--- config.mk ---
export PLATFORM = sky130hd
export DESIGN_NAME = systolic_feed_ctrl
export DESIGN_NICKNAME = d
export VERILOG_FILES = /design/src/rtl/sa_pkg.sv /design/src/rtl/sa_edge_skew.sv /design/src/rtl/systolic_feed_ctrl.sv
export SDC_FILE = /design/constraint.sdc
export NUM_CORES = 1
export LEC_CHECK = 0
export CAP_MARGIN = 20
export CORE_MARGIN = 4
export CORE_UTILIZATION = 55
export CTS_CLUSTER_SIZE = 24
export DETAILED_ROUTE_END_ITERATION = 7
export GPL_TIMING_DRIVEN = 0
export HOLD_SLACK_MARGIN = 0.06
export PLACE_DENSITY = 0.9
export SLEW_MARGIN = 15
export SYNTH_ARGS = -nofsm -noshare
export SYNTH_HDL_FRONTEND = slang
export SYNTH_HIERARCHICAL = 1
export SYNTH_SLANG_ARGS = --single-unit
--- constraint.sdc ---
create_clock -name clk -period 4.27 [get_ports clk]
set_clock_uncertainty 0.15 [all_clocks]
set_input_delay 0.6405 -clock clk [delete_from_list [all_inputs] [get_ports clk]]
set_output_delay 0.6405 -clock clk [all_outputs]
set_load 0.03 [all_outputs]
--- src/rtl/sa_pkg.sv ---
// sa_pkg: shared FSM state type and schedule-length helpers for systolic_feed_ctrl
package sa_pkg;
  typedef enum logic [1:0] {IDLE, CLEAR, RUN, DONE} state_t;
  function automatic int calc_t_last(int w, int l, int h, int lat);
    return l + w + h - 3 + lat;
  endfunction
  function automatic int cnt_width(int t_last);
    return (t_last < 1) ? 1 : $clog2(t_last + 1);
  endfunction
endpackage

--- src/rtl/sa_edge_skew.sv ---
// sa_edge_skew: diagonal skew of N lanes of L-deep operands (in: data, t, en; out: edge_val, valid), lane n emits data[n][t-n] while 0 <= t-n < L
module sa_edge_skew #(
  parameter int N = 5,
  parameter int L = 2,
  parameter int DW = 8,
  parameter int TW = 4
) (
  input  logic [0:N-1][0:L-1][DW-1:0] data,
  input  logic [TW-1:0]               t,
  input  logic                        en,
  output logic [0:N-1][DW-1:0]        edge_val,
  output logic [0:N-1]                valid
);
  always_comb begin
    edge_val = '0;
    valid = '0;
    for (int n = 0; n < N; n++)
      for (int k = 0; k < L; k++)
        if (en && int'(t) == n + k) begin
          edge_val[n] = data[n][k];
          valid[n] = 1'b1;
        end
  end
endmodule

--- src/rtl/systolic_feed_ctrl.sv ---
// systolic_feed_ctrl: sequences one C=AxB on the PE grid (in: clk, reset, start, input_data_a/b; out: skewed a/b edges+valids, pe_clear, busy, done; SYSTOLIC_CYCLE_COUNT_EN adds cycle_count)
module systolic_feed_ctrl
  import sa_pkg::*;
#(
  parameter int DATA_WIDTH = 8,
  parameter int ARRAY_W = 5,
  parameter int ARRAY_L = 2,
  parameter int ARRAY_H = 5,
  parameter int PE_LAT = 1
) (
  input  logic                                           clk,
  input  logic                                           reset,
  input  logic                                           start,
  input  logic [0:ARRAY_W-1][0:ARRAY_L-1][DATA_WIDTH-1:0] input_data_a,
  input  logic [0:ARRAY_L-1][0:ARRAY_H-1][DATA_WIDTH-1:0] input_data_b,
  output logic [0:ARRAY_W-1][DATA_WIDTH-1:0]              a_edge,
  output logic [0:ARRAY_W-1]                              a_valid,
  output logic [0:ARRAY_H-1][DATA_WIDTH-1:0]              b_edge,
  output logic [0:ARRAY_H-1]                              b_valid,
  output logic                                           pe_clear,
  output logic                                           busy,
  output logic                                           done
`ifdef SYSTOLIC_CYCLE_COUNT_EN
  ,
  output logic [31:0]                                    cycle_count
`endif
);
  localparam int T_LAST = calc_t_last(ARRAY_W, ARRAY_L, ARRAY_H, PE_LAT);
  localparam int TW = cnt_width(T_LAST);
  localparam logic [TW-1:0] T_END = TW'(T_LAST);
  state_t state, state_n;
  logic [TW-1:0] t;
  logic [0:ARRAY_W-1][0:ARRAY_L-1][DATA_WIDTH-1:0] a_q;
  logic [0:ARRAY_L-1][0:ARRAY_H-1][DATA_WIDTH-1:0] b_q;
  logic [0:ARRAY_H-1][0:ARRAY_L-1][DATA_WIDTH-1:0] b_t;
  logic [0:ARRAY_W-1][DATA_WIDTH-1:0] a_sk;
  logic [0:ARRAY_H-1][DATA_WIDTH-1:0] b_sk;
  logic [0:ARRAY_W-1] a_v;
  logic [0:ARRAY_H-1] b_v;
  always_comb begin
    b_t = '0;
    for (int j = 0; j < ARRAY_H; j++)
      for (int k = 0; k < ARRAY_L; k++)
        b_t[j][k] = b_q[k][j];
  end
  sa_edge_skew #(.N(ARRAY_W), .L(ARRAY_L), .DW(DATA_WIDTH), .TW(TW)) u_a_skew (
    .data(a_q), .t(t), .en(state == RUN), .edge_val(a_sk), .valid(a_v)
  );
  sa_edge_skew #(.N(ARRAY_H), .L(ARRAY_L), .DW(DATA_WIDTH), .TW(TW)) u_b_skew (
    .data(b_t), .t(t), .en(state == RUN), .edge_val(b_sk), .valid(b_v)
  );
  always_comb begin
    state_n = state;
    state_n = state == IDLE  ? (start ? CLEAR : IDLE) :
              state == CLEAR ? RUN :
              state == RUN   ? (t == T_END ? DONE : RUN) : IDLE;
  end
  always_ff @(posedge clk) begin
    if (reset) begin
      state <= IDLE;
      t <= '0;
      a_q <= '0;
      b_q <= '0;
      a_edge <= '0;
      a_valid <= '0;
      b_edge <= '0;
      b_valid <= '0;
      pe_clear <= 1'b0;
      busy <= 1'b0;
      done <= 1'b0;
    end else begin
      state <= state_n;
      t <= state == RUN ? t + 1'b1 : '0;
      if (state == IDLE && start) begin
        a_q <= input_data_a;
        b_q <= input_data_b;
      end
      a_edge <= a_sk;
      a_valid <= a_v;
      b_edge <= b_sk;
      b_valid <= b_v;
      pe_clear <= state == CLEAR;
      busy <= state != IDLE;
      done <= state == DONE;
    end
  end
`ifdef SYSTOLIC_CYCLE_COUNT_EN
  always_ff @(posedge clk)
    cycle_count <= reset || state == CLEAR ? '0 : busy ? cycle_count + 32'd1 : cycle_count;
`endif
endmodule

==> impl_metrics.toml <==
[setup_path]
start_kind = "flip-flop"
cp_data_arrival_time_ns = 2.90
critPathCaptureType = "flip-flop"
path_class = "reg2reg"
cp.required_ns = 4.59
reg2reg_depth = 7
path_max_fanout = 10

[synthesis]
synth_compound_area_share_pct = 26.8
yosysWarningCount = 6
synth_xor_xnor_area_share_pct = 0.0766
ys_ff_latch = 259
synth_seq_area_share_pct = 45.4
syn_nets = 1290
synth_top_family_by_area = "compound AO/OA/AOI/OAI gates"
ys_types = 29
synthCells = 1121
synth_area_um2 = 11400
yosys.area_share.simple_pct = 15.7
synth-adder-area-share_pct = 0.657
synth.avg_cell_area_um2 = 10.2
synthMuxAreaShare_pct = 4.29

[cells_and_area]
drive_above_1_share_pct = 19.8
final_common_cell = "dfxtp_1"
nNetsFinal = 1573
final_cell_mix = "dfxtp_1 (259), clkdlybuf4s50_1 (253), nand3_1 (161)"
nFillCells = 1465
num_antenna_cells = 0
multi_input_area_um2 = 5430
area.sequential_um2 = 5180
utilization_pct = 74.9
syn2layout_area_growth_pct = 33.4

[sta]
rsz0062_at_grt = "false"
drv_slew = 0
fmax_ghz = 0.386
max_slew.worst_pin.slew_ns = 0.914
period_share_pct = 60.6
fin_tns_setup_ns = 0
hold_viol = 0
post-route-min-period_ns = 2.59
final-setup-viol-count = 0
slew_headroom_pct = 38.9
hold_ws_ns = 0.305

[routing]
drt_iter0_drc = 514
drt.antenna.violating_nets = 0
firstDrtPassIters = 6
wl_um = 32800
drcViolationCount = 0
wl_per_cell_um = 19.3
vias = 9375
avgViaCountPerCell = 5.53

[clock_network]
cts_tree = "done"
cts_buffers = 28
htreeDepth = 1
ctsHoldBuffers = 0
cts_setup_buffers = 0
worstSkewPairLatency_ns = 0.55
clk_pin_slew_ns = 0.06
clkSinkCount = 259
clockBufferDepth = 3
ctsResizeCount = 0
cts_root_buffer = "clkbuf_16"

[grt]
grt_pass1_vias = 9475
grt_antenna_before_repair = 0
grt_pass1_wl_um = 51000
grt.total_usage_pct = 26.8
grt_max_degree = 15
globalRouteOverflowTotal = 0

[pwr]
p_total_w = 0.00571
power.leakage_nw = 5.70
powerDensity_nw_per_um2 = 374
ir_worst_vdd_mv = 0.262

[die]
core_area_um2 = 20400
die_x_um = 152
num_rows = 52
ios = 256
initial_utilization_pct = 56.1
dieArea_um2 = 23200
fp.dieH_um = 152

[min_path]
min_delay_path_depth = 2
worstHoldPathType = "in2reg"

[flow_run]
drv_cap = 0

[run_status]
status = "completed"

[placed_design]
place.gp.congestion = 0.861
hpwl_um = 22900
port_buffers = 253
[metrics by stage]
stage                     worst slack, ns  instance area, um^2  instances
final                                1.68                15200       1694
after global routing                 1.55                15200       1694
after detailed placement             1.76                14300       1644
after global placement               1.88                14300       1644
after CTS                            1.74                15200       1694
after floorplan                      2.43                11400       1121
[sequential cells by signal, indices dropped and copies added (netlist names)]
register  flops
busy          1
b_q          80
a_valid       5
done          1
a_edge       40
a_q          80
b_valid       5
state         2
t             4
pe_clear      1
b_edge       40
[cells by family after synthesis]
logic type | count (synthesis)
buf+inv | 123
mux | 49
simple gates | 330
compound gates | 353
flops | 259
fa+ha+maj | 6
xor+xnor | 1
[worst max-delay path, stage by stage (launching register included)]
cell	delay, ns
dfxtp_1	0.33
inv_1	0.08
ha_1	0.37
nand4bb_1	0.21
buf_2	0.25
nor2_1	0.71
a22o_1	0.24
nor2b_1	0.17
[metal layers]
metal / global-route usage (%) / wire length (um) / vias up
met1: 36.1 / 14300 / 4494
met5: 0 / 0 / -
met2: 44.6 / 15500 / 331
li1: - / - / 4485
met3: 4.09 / 2080 / 65
met4: 8.30 / 888 / 0
[cell usage after synthesis]
cell type | instances | area share, %
a21oi_2 | 100 | 7.7
or2_1 | 2 | 0.11
a22o_1 | 32 | 2.5
ha_1 | 6 | 0.66
xnor2_1 | 1 | 0.077
a21bo_2 | 31 | 2.7
buf_4 | 14 | 0.92
nand3b_1 | 1 | 0.066
nor2_1 | 56 | 1.8
or3b_1 | 2 | 0.15
or4b_4 | 2 | 0.24
buf_6 | 31 | 3.1
nor2_2 | 2 | 0.11
and2_1 | 1 | 0.055
nor2b_1 | 92 | 5.0
nor2_8 | 2 | 0.35
buf_2 | 54 | 2.4
nand3_1 | 161 | 7.0
a21oi_1 | 60 | 2.6
dfxtp_1 | 259 | 45
nand2_1 | 1 | 0.033
nand2b_1 | 1 | 0.055
nand4bb_1 | 5 | 0.49
inv_1 | 11 | 0.36
o22ai_1 | 1 | 0.055
or2_2 | 2 | 0.11
clkbuf_1 | 13 | 0.43
a21bo_1 | 129 | 11
mux2i_1 | 49 | 4.3
[power breakdown]
group          switching (W)  internal, W
clock               0.000993      0.00149
combinational       0.000323     0.000339
sequential         0.0000510      0.00251
[worst paths after layout]
check | slack (ns) | to | start
max reg2reg | 1.68 | b_edge[24]$_SDFF_PP0_ | state[0]$_SDFF_PP0_
min reg2reg | 0.35 | t[0]$_SDFF_PP0_ | t[0]$_SDFF_PP0_
min | 0.31 | busy$_SDFF_PP0_ | reset
max | 1.68 | b_edge[24]$_SDFF_PP0_ | state[0]$_SDFF_PP0_
[layout make-up]
| cell class | count | share of cell area [%] |
|---|---|---|
| multi-input combinational | 739 | 35.6 |
| sequential | 259 | 34.0 |
| timing repair buffer | 253 | 16.6 |
| clock buffer | 40 | 5.28 |
| buffer | 112 | 5.07 |
| tap | 270 | 2.22 |
| clock inverter | 10 | 0.919 |
| inverter | 11 | 0.271 |
No activity file was read; power rests on OpenSTA's default activity.
